`config.mk`:
```
export PLATFORM = sky130hd
export DESIGN_NAME = bcd_timer_flat
export DESIGN_NICKNAME = d
export VERILOG_FILES = /design/src/rtl/timer_pkg.sv /design/src/rtl/bcd_timer_if.sv /design/src/rtl/bcd_timer_digit.sv /design/src/rtl/bcd_timer.sv /design/src/flat_wrapper.sv
export SDC_FILE = /design/constraint.sdc
export NUM_CORES = 1
export LEC_CHECK = 0
export BUFFER_PORTS_ARGS = -buffer_cell sky130_fd_sc_hd__buf_2
export CORE_MARGIN = 3
export CORE_UTILIZATION = 54
export DETAILED_ROUTE_END_ITERATION = 12
export PLACE_DENSITY = 0.82
export SKIP_LAST_GASP = 1
export SLEW_MARGIN = 10
export SYNTH_ARGS = -nofsm -noshare
export SYNTH_HDL_FRONTEND = slang
export SYNTH_SLANG_ARGS = --single-unit
```
`constraint.sdc`:
```
create_clock -name clk -period 4.4 [get_ports clk]
set_input_delay 1.32 -clock clk [delete_from_list [all_inputs] [get_ports clk]]
set_output_delay 1.32 -clock clk [all_outputs]
set_load 0.02 [all_outputs]
```
`src/rtl/timer_pkg.sv`:
```
// Shared widths, radices and preset clamping for the mm:ss BCD timer.
// Build option: define TIMER_RELOAD_EN to auto-reload the preset at terminal.
package timer_pkg;
    localparam int BCD_W      = 4;
    localparam int SEC_HI_W   = 3;
    localparam int BCD_MAX    = 9;
    localparam int SEC_HI_MAX = 5;

    typedef struct packed {
        logic [BCD_W-1:0]    min_hi;
        logic [BCD_W-1:0]    min_lo;
        logic [SEC_HI_W-1:0] sec_hi;
        logic [BCD_W-1:0]    sec_lo;
    } mmss_t;

    function automatic mmss_t clamp_preset(input mmss_t p);
        mmss_t c;
        c.min_hi = (p.min_hi > BCD_W'(BCD_MAX)) ? BCD_W'(BCD_MAX) : p.min_hi;
        c.min_lo = (p.min_lo > BCD_W'(BCD_MAX)) ? BCD_W'(BCD_MAX) : p.min_lo;
        c.sec_hi = (p.sec_hi > SEC_HI_W'(SEC_HI_MAX)) ? SEC_HI_W'(SEC_HI_MAX) : p.sec_hi;
        c.sec_lo = (p.sec_lo > BCD_W'(BCD_MAX)) ? BCD_W'(BCD_MAX) : p.sec_lo;
        return c;
    endfunction
endpackage

```
`src/rtl/bcd_timer_if.sv`:
```
// Control, preset and display signals of the BCD timer.
interface bcd_timer_if;
    import timer_pkg::*;

    logic                enabled;
    logic                paused;
    logic                count_up;
    logic [BCD_W-1:0]    pre_min_hi;
    logic [BCD_W-1:0]    pre_min_lo;
    logic [SEC_HI_W-1:0] pre_sec_hi;
    logic [BCD_W-1:0]    pre_sec_lo;
    logic [BCD_W-1:0]    min_hi;
    logic [BCD_W-1:0]    min_lo;
    logic [SEC_HI_W-1:0] sec_hi;
    logic [BCD_W-1:0]    sec_lo;
    logic                tick;
    logic                done;
    logic                running;

    modport master (
        output enabled, paused, count_up, pre_min_hi, pre_min_lo, pre_sec_hi, pre_sec_lo,
        input  min_hi, min_lo, sec_hi, sec_lo, tick, done, running
    );
    modport slave (
        input  enabled, paused, count_up, pre_min_hi, pre_min_lo, pre_sec_hi, pre_sec_lo,
        output min_hi, min_lo, sec_hi, sec_lo, tick, done, running
    );
endinterface

```
`src/rtl/bcd_timer_digit.sv`:
```
// One mod-(MAX+1) up/down digit. load selects the preset as the base value
// before stepping, so a digit can load and step on the same edge.
module bcd_digit #(
    parameter int W   = 4,
    parameter int MAX = 9
) (
    input  logic         clk,
    input  logic         rst_n,
    input  logic         step,
    input  logic         dir,
    input  logic         load,
    input  logic [W-1:0] load_val,
    output logic [W-1:0] value,
    output logic         co
);
    logic [W-1:0] value_q, value_d, src;
    logic         at_edge;

    always_comb begin
        src     = load ? load_val : value_q;
        at_edge = dir ? (src == W'(MAX)) : (src == '0);
        co      = step & at_edge;
        value_d = src;
        if (step) begin
            if (dir) value_d = at_edge ? '0 : src + 1'b1;
            else     value_d = at_edge ? W'(MAX) : src - 1'b1;
        end
    end

    always_ff @(posedge clk or negedge rst_n) begin
        if (!rst_n) value_q <= '0;
        else        value_q <= value_d;
    end

    assign value = value_q;
endmodule

```
`src/rtl/bcd_timer.sv`:
```
// mm:ss BCD up/down timer with prescaler, pause, clamped preset and done flag.
// Build option: TIMER_RELOAD_EN turns done into a pulse and reloads the preset.
module bcd_timer
    import timer_pkg::*;
#(
    parameter int CLK_DIV = 50_000_000,
    parameter int MAX_MIN = 99
) (
    input  logic       clk,
    input  logic       rst_n,
    bcd_timer_if.slave tif
);
    localparam int            PW         = (CLK_DIV > 1) ? $clog2(CLK_DIV) : 1;
    localparam logic [PW-1:0] PRESC_LAST = PW'(CLK_DIV - 1);
    localparam mmss_t TERM_UP = {BCD_W'(MAX_MIN / 10), BCD_W'(MAX_MIN % 10),
                                 SEC_HI_W'(SEC_HI_MAX), BCD_W'(BCD_MAX)};
    localparam mmss_t NEAR_UP = {BCD_W'(MAX_MIN / 10), BCD_W'(MAX_MIN % 10),
                                 SEC_HI_W'(SEC_HI_MAX), BCD_W'(BCD_MAX - 1)};
    localparam mmss_t NEAR_DN = mmss_t'(1);

    logic [PW-1:0] presc_q, presc_d;
    logic          tick_q, tick_d, done_q, done_d, run_q, run_d, en_q, en_d;
    logic          load, step, at_term, near_term;
    logic          co_sl, co_sh, co_ml, co_mh_unused;
    mmss_t         pre_c, cur, base;

    // en_q low means the digits do not yet hold a valid preset (idle or just out
    // of reset), so the first running edge works from the preset itself.
    always_comb begin
        pre_c     = clamp_preset({tif.pre_min_hi, tif.pre_min_lo, tif.pre_sec_hi, tif.pre_sec_lo});
        base      = en_q ? cur : pre_c;
        at_term   = tif.count_up ? (base == TERM_UP) : (base == '0);
        near_term = tif.count_up ? (base == NEAR_UP) : (base == NEAR_DN);
        en_d      = tif.enabled;
        presc_d   = presc_q;
        tick_d    = 1'b0;
        done_d    = done_q;
        load      = ~en_q;
        step      = 1'b0;
        if (!tif.enabled) begin
            presc_d = '0;
            done_d  = 1'b0;
            load    = 1'b1;
        end
`ifdef TIMER_RELOAD_EN
        else begin
            done_d = 1'b0;
            if (at_term) begin
                load   = 1'b1;
                done_d = 1'b1;
            end else if (!tif.paused) begin
                if (presc_q == PRESC_LAST) begin
                    presc_d = '0;
                    tick_d  = 1'b1;
                    if (near_term) begin
                        load   = 1'b1;
                        done_d = 1'b1;
                    end else begin
                        step = 1'b1;
                    end
                end else begin
                    presc_d = presc_q + 1'b1;
                end
            end
        end
        run_d = tif.enabled & ~tif.paused;
`else
        else if (!done_q) begin
            if (at_term) begin
                done_d = 1'b1;
            end else if (!tif.paused) begin
                if (presc_q == PRESC_LAST) begin
                    presc_d = '0;
                    tick_d  = 1'b1;
                    step    = 1'b1;
                    done_d  = near_term;
                end else begin
                    presc_d = presc_q + 1'b1;
                end
            end
        end
        run_d = tif.enabled & ~tif.paused & ~done_d;
`endif
    end

    always_ff @(posedge clk or negedge rst_n) begin
        if (!rst_n) begin
            presc_q <= '0;
            tick_q  <= 1'b0;
            done_q  <= 1'b0;
            run_q   <= 1'b0;
            en_q    <= 1'b0;
        end else begin
            presc_q <= presc_d;
            tick_q  <= tick_d;
            done_q  <= done_d;
            run_q   <= run_d;
            en_q    <= en_d;
        end
    end

    bcd_digit #(.W(BCD_W), .MAX(BCD_MAX)) u_sec_lo (
        .clk(clk), .rst_n(rst_n), .step(step), .dir(tif.count_up), .load(load),
        .load_val(pre_c.sec_lo), .value(cur.sec_lo), .co(co_sl));
    bcd_digit #(.W(SEC_HI_W), .MAX(SEC_HI_MAX)) u_sec_hi (
        .clk(clk), .rst_n(rst_n), .step(co_sl), .dir(tif.count_up), .load(load),
        .load_val(pre_c.sec_hi), .value(cur.sec_hi), .co(co_sh));
    bcd_digit #(.W(BCD_W), .MAX(BCD_MAX)) u_min_lo (
        .clk(clk), .rst_n(rst_n), .step(co_sh), .dir(tif.count_up), .load(load),
        .load_val(pre_c.min_lo), .value(cur.min_lo), .co(co_ml));
    bcd_digit #(.W(BCD_W), .MAX(BCD_MAX)) u_min_hi (
        .clk(clk), .rst_n(rst_n), .step(co_ml), .dir(tif.count_up), .load(load),
        .load_val(pre_c.min_hi), .value(cur.min_hi), .co(co_mh_unused));

    assign tif.min_hi  = cur.min_hi;
    assign tif.min_lo  = cur.min_lo;
    assign tif.sec_hi  = cur.sec_hi;
    assign tif.sec_lo  = cur.sec_lo;
    assign tif.tick    = tick_q;
    assign tif.done    = done_q;
    assign tif.running = run_q;
endmodule

```
`src/flat_wrapper.sv`:
```
// flat-port wrapper written by rule: the top's interface ports become plain ports
module bcd_timer_flat import timer_pkg::*;
#(
    parameter int CLK_DIV = 50_000_000,
    parameter int MAX_MIN = 99
)
  (clk, rst_n, tif_enabled, tif_paused, tif_count_up, tif_pre_min_hi, tif_pre_min_lo, tif_pre_sec_hi, tif_pre_sec_lo, tif_min_hi, tif_min_lo, tif_sec_hi, tif_sec_lo, tif_tick, tif_done, tif_running);
  bcd_timer_if tif_i ();
  input  logic clk;
  input  logic rst_n;
  input wire logic [$bits(tif_i.enabled)-1:0] tif_enabled;
  input wire logic [$bits(tif_i.paused)-1:0] tif_paused;
  input wire logic [$bits(tif_i.count_up)-1:0] tif_count_up;
  input wire logic [$bits(tif_i.pre_min_hi)-1:0] tif_pre_min_hi;
  input wire logic [$bits(tif_i.pre_min_lo)-1:0] tif_pre_min_lo;
  input wire logic [$bits(tif_i.pre_sec_hi)-1:0] tif_pre_sec_hi;
  input wire logic [$bits(tif_i.pre_sec_lo)-1:0] tif_pre_sec_lo;
  output wire logic [$bits(tif_i.min_hi)-1:0] tif_min_hi;
  output wire logic [$bits(tif_i.min_lo)-1:0] tif_min_lo;
  output wire logic [$bits(tif_i.sec_hi)-1:0] tif_sec_hi;
  output wire logic [$bits(tif_i.sec_lo)-1:0] tif_sec_lo;
  output wire logic [$bits(tif_i.tick)-1:0] tif_tick;
  output wire logic [$bits(tif_i.done)-1:0] tif_done;
  output wire logic [$bits(tif_i.running)-1:0] tif_running;
  assign tif_i.enabled = tif_enabled;
  assign tif_i.paused = tif_paused;
  assign tif_i.count_up = tif_count_up;
  assign tif_i.pre_min_hi = tif_pre_min_hi;
  assign tif_i.pre_min_lo = tif_pre_min_lo;
  assign tif_i.pre_sec_hi = tif_pre_sec_hi;
  assign tif_i.pre_sec_lo = tif_pre_sec_lo;
  assign tif_min_hi = tif_i.min_hi;
  assign tif_min_lo = tif_i.min_lo;
  assign tif_sec_hi = tif_i.sec_hi;
  assign tif_sec_lo = tif_i.sec_lo;
  assign tif_tick = tif_i.tick;
  assign tif_done = tif_i.done;
  assign tif_running = tif_i.running;
  bcd_timer #(.CLK_DIV(CLK_DIV), .MAX_MIN(MAX_MIN)) u_core (.clk(clk), .rst_n(rst_n), .tif(tif_i));
endmodule
```
Yosys cells after proc, flatten, opt, wreduce, memory -nomap -nowiden
Index checks and enable logic that the tools add are counted.
- add/sub/neg operators: 9
- magnitude comparators: 4
- equality and inequality tests: 11
- mux-type cells: 47
- bitwise logic cells: 8
- reduce and logical (&&, ||, !) cells: 6
- operator list (operator ; number):
    26-bit two-way mux ; 5
    4-bit two-way mux ; 18
    15-bit equality test, second input constant ; 2
    26-bit by 1-bit adder with 26-bit output, second input constant ; 1
    26-bit equality test, second input constant ; 1
    3-bit two-way mux ; 6
    1-bit two-way mux ; 17
    15-bit by 1-bit equality test with 1-bit output, second input constant ; 1
    15-bit zero test ; 1
    15-bit two-way mux ; 1
    4-bit by 1-bit adder with 4-bit output, second input constant ; 3
    4-bit equality test, second input constant ; 3
    4-bit greater-than comparator, second input constant ; 3
    4-bit zero test ; 3
    4-bit by 1-bit subtractor with 4-bit output, second input constant ; 3
    2-bit != test, second input constant ; 3
    1-bit bitwise AND ; 5
    3-bit by 1-bit adder with 3-bit output, second input constant ; 1
    3-bit equality test, second input constant ; 1
    3-bit greater-than comparator, second input constant ; 1
    3-bit zero test ; 1
    1-bit inverter ; 3
    3-bit AND reduction ; 1
    3-bit by 1-bit subtractor with 3-bit output, second input constant ; 1
- bits in registers: 45
- output and inout bits: 18

Longest topological paths before layout
- depth after elaboration: 12
- gate-level depth with buffers: 15
- mapped depth without buffers: 11

Hierarchy
Synthesis repeated with hierarchy kept, for this count alone.
- cells, all modules: 439
- area, all modules: 3686.0 sq um
- modules (own cells, without submodules) (module ; times used ; cells each ; area each (sq um) ; seq. area each (sq um)):
    bcd_timer ; 1 ; 245 ; 2083.2 ; 750.7
    bcd_digit (u_core.u_min_hi ...) ; 3 ; 55 ; 437.9 ; 100.1
    bcd_digit (u_core.u_sec_hi) ; 1 ; 29 ; 289.0 ; 75.1

Worst setup path after synthesis
Ideal clock, no wire load.
- path kind: in2reg
- start: input port tif_enabled
- end: register u_core.u_min_hi.value_q[2] (netlist: u_core.u_min_hi.value[2])
- library setup time: 0.081 ns
- arrival time: 3.678 ns
- required time: 4.319 ns
- setup slack: 0.642 ns
- stages on the path: 11
- path buffers: 2
- cell sequence: clkbuf_1 > and2_1 > buf_4 > o31ai_1 > ha_1 > and4_1 > o21ai_2 > nor3_1 > nand4b_2 > nor3_1 > mux2i_1
- cells in the longest elaborated chain, start to end: 8
- elaborated cells between the ends (all ways): 27
- classes of those cells: add/sub (2); eq/ne (4); mux (14); bitwise (3); reduce/logical (4)
- RTL lines (item ; RTL line ; source):
    start, declared ; flat_wrapper.sv:11 ; input wire logic [$bits(tif_i.enabled)-1:0] tif_enabled;
    1-bit two-way mux ; bcd_timer.sv:40 ; if (!tif.enabled) begin
    4-bit two-way mux ; bcd_timer_digit.sv:20 ; src = load ? load_val : value_q;
    4-bit equality test / 4-bit zero test (equally long branches) ; bcd_timer_digit.sv:21 ; at_edge = dir ? (src == W'(MAX)) : (src == '0);
    1-bit two-way mux ; bcd_timer_digit.sv:21 ;
    1-bit bitwise AND (3 in a row) ; bcd_timer_digit.sv:22 ; co = step & at_edge;
    4-bit two-way mux * ; bcd_timer_digit.sv:24 ; if (step) begin
    named net u_core.u_min_hi.value_d[2] ; bcd_timer_digit.sv:16 ; logic [W-1:0] value_q, value_d, src;
    end signal, assigned ; bcd_timer_digit.sv:32 ; else value_q <= value_d;
    end, declared ; bcd_timer_digit.sv:16 ;
Mark *: on every way through the listed nets, which the timed path passes. The rest lies on a longest branch.
A chain may end at the register's enable or synchronous reset.

Worst setup path in the final report
Ends and elaborated chain as after synthesis.

==> reports/metrics.csv <==
stage,metric,value,unit
power_and_ir_drop,power,0.940,mW
worst_setup_path,start_kind,input port,
global_route,grt_overflow,0,
drt,drt-vias-per-instance,6.64,
global_route,grtUsageTotal,0.244,
power_and_ir_drop,p_leak,1.67,nW
worst_setup_path,required,4.63,ns
layout,finish.instance_area,0.00386,mm2
timing,rsz0062_at_grt,false,
min_path,min_path_type,reg2reg,
timing,report.final.slew_viol_count,0,
layout,finish.utilization,0.604,
global_route,grt_pass1_vias,3224,
clock_tree,cts_resized,0,
global_route,grt_max_degree,46,
yosys,yosys_warnings,0,
layout,multiInputGateArea,0.00228,mm2
yosys,synthCells,416,
yosys,yosysTopAreaCell,dfrtp_1,
layout,nFillCells,559,
die,dieArea,0.00768,mm2
yosys,synth_top_area_frac,0.313,
drt,drt-total-wl,9110,um
timing,tightest_slew,1.04,ns
timing,fmax,276,MHz
die,initial_utilization,0.563,
place,dpl_worst_slack,0.504,ns
timing,tns,0,ns
worst_setup_path,cp_num_buf_inv,1,
drt,num_vias,3437,
clock_tree,cts_hold_buf,0,
worst_setup_path,cp.arrival,3.86,ns
clock_tree,h-tree-depth,2,
timing,fin_crit,3.63,ns
timing,holdWs,0.494,ns
place,place_hpwl,6510,um
layout,drive_gt1_frac,0.156,
layout,syn_to_final_growth,7.16,%
timing,timing.final.ws_setup,0.773,ns
place,dp_cells,510,
yosys,ys_types,67,
worst_setup_path,path_max_fanout,9,
die,die_width,87.6,um
timing,final_hold_viol_count,0,
worst_setup_path,crit_type,in2reg,
worst_setup_path,cp_cell_sequence,"buf_2, nand2_4, mux2i_1, ha_1, nand2_1, a21oi_1, o21ai_2, nor3_1, nand4b_2, nor3_1, mux2i_1",
die,die_y,87.6,um
yosys,synth_ff_type,dfrtp_1,
layout,layout_commonest_cell,dfrtp_1,
clock_tree,clock_sinks,45,
timing,timing.final.crit_share,0.824,
die,core_area,0.00639,mm2
drt,first_iter_violations,342,
yosys,synth.top_cells.by_area,"dfrtp_1 (31%), mux2i_1 (5.6%), ha_1 (4.9%)",
clock_tree,clock_latency,0.31,ns
timing,setup_viol,0,
outcome,outcome,"complete, no violations",
timing,worst_clock_skew,0.00816,ns
run,maxCapViolCount,0,
yosys,synth_seq_cells,45,
power_and_ir_drop,ir_worst_vdd,0.000141,V
power_and_ir_drop,pwr_density_cell,244,mW/mm2
clock_tree,clkTransAtPathRegs,0.09,ns
drt,ant_nets,0,
clock_tree,cts_root_buf,clkbuf_8,
worst_setup_path,cpPeakStageDelay,0.47,ns
clock_tree,cts_setup_buffers,0,
drt,dr.pass1.iters,6,
place,place_congestion,0.894,
global_route,grt_pass1_wl,15300,um
drt,wl_per_cell,17.6,um
yosys,synth_seq_area_share,0.313,
layout,layout.cells.non_filler,518,
layout,final_cell_mix,"dfrtp_1 (45), buf_2 (37), nand2_1 (34)",
yosys,synth_edf_count,0,
yosys,syn_avg_cell_area,8.65,um2
drt,drc,0,
clock_tree,cts_tree,yes,
layout,diodes,0,
layout,ff_latch_area,0.00113,mm2
worst_setup_path,end_kind,register,
yosys,syn_area,0.00360,mm2
layout,nNetsFinal,474,
clock_tree,numCtsBuffers,5,
die,rows,29,
yosys,synth_nets,450,
clock_tree,cts_buffer_depth,2,
yosys,synthArstFlopShare,1.00,
place,placed_cell_area,0.00377,mm2
worst_setup_path,crit_slowest_cell,mux2i_1,
timing,slew_headroom,0.307,
global_route,grt_antenna_before_repair,0,
place,port_buffers,37,
die,io_pins,38,
worst_setup_path,cp_top_family,simple AND/OR/NAND/NOR gates,
-- synth_stat cells (6+ instances only) --
master,n
a211oi_1,8
dfrtp_1,45
o31ai_1,7
nand4_1,10
nor3_1,15
nor2_1,19
o41ai_1,7
o21ai_1,12
and2_1,6
o21ai_0,8
ha_1,14
nor2b_1,8
inv_1,13
a31oi_1,10
nand2b_1,6
clkbuf_1,12
or3_1,7
and4_1,10
nand3_1,22
o211ai_1,10
nand2_1,34
and3_1,7
a21oi_1,27
mux2i_1,20
-- logic make-up after synthesis --
kind of cell / Yosys count / share of synthesized area
buffers and inverters: 37 / 0.0525
and+or+nand+nor: 178 / 0.294
DFF: 45 / 0.313
adders and majority gates: 14 / 0.0487
xor gates and xnor gates: 3 / 0.00730
AOI/OAI and AO/OA: 114 / 0.212
muxes: 25 / 0.0720
-- where the power goes --
group / internal, mW / switching (mW)
logic: 0.0808 / 0.141
clock network: 0.113 / 0.158
registers: 0.428 / 0.0203
-- metal layers --
layer	vias to the layer above	GRT usage	share of wire	routed length [um]
li1	1637	-	-	-
met1	1625	0.350	0.44	4040
met2	165	0.388	0.47	4280
met3	10	0.0339	0.078	706
met4	0	0.0600	0.0093	85
met5	-	0	0	0
-- sequential cells by signal, indices dropped and copies added (netlist names), 3 cells and up --
| register | count |
|---|---|
| u_core.presc_q | 26 |
| u_core.u_min_hi.value | 4 |
| u_core.u_min_lo.value | 4 |
| u_core.u_sec_hi.value | 3 |
| u_core.u_sec_lo.value | 4 |
-- final timing paths --
kind,startpoint,end,slack [ns],cells after the start
hold reg to reg,u_core.presc_q[25],u_core.presc_q[25],0.49,1
min in group asynchronous,rst_n,u_core.u_sec_lo.value[3],1.19,1
max in group asynchronous,rst_n,u_core.presc_q[15],2.57,1
setup / recovery,tif_enabled,u_core.u_min_hi.value[2],0.77,11
setup reg to reg,u_core.en_q,u_core.u_min_hi.value[2],0.95,10
hold / removal,u_core.presc_q[25],u_core.presc_q[25],0.49,1
-- cell type report --
cell class                      count  area share
Inverter                           14      0.0136
Clock inverter                      3     0.00552
Sequential cell                    45       0.292
Clock buffer                        5      0.0178
Timing Repair Buffer               40      0.0539
Multi-Input combinational cell    334       0.592
Tap cell                           77      0.0250
Power figures use the tool's default switching activity.
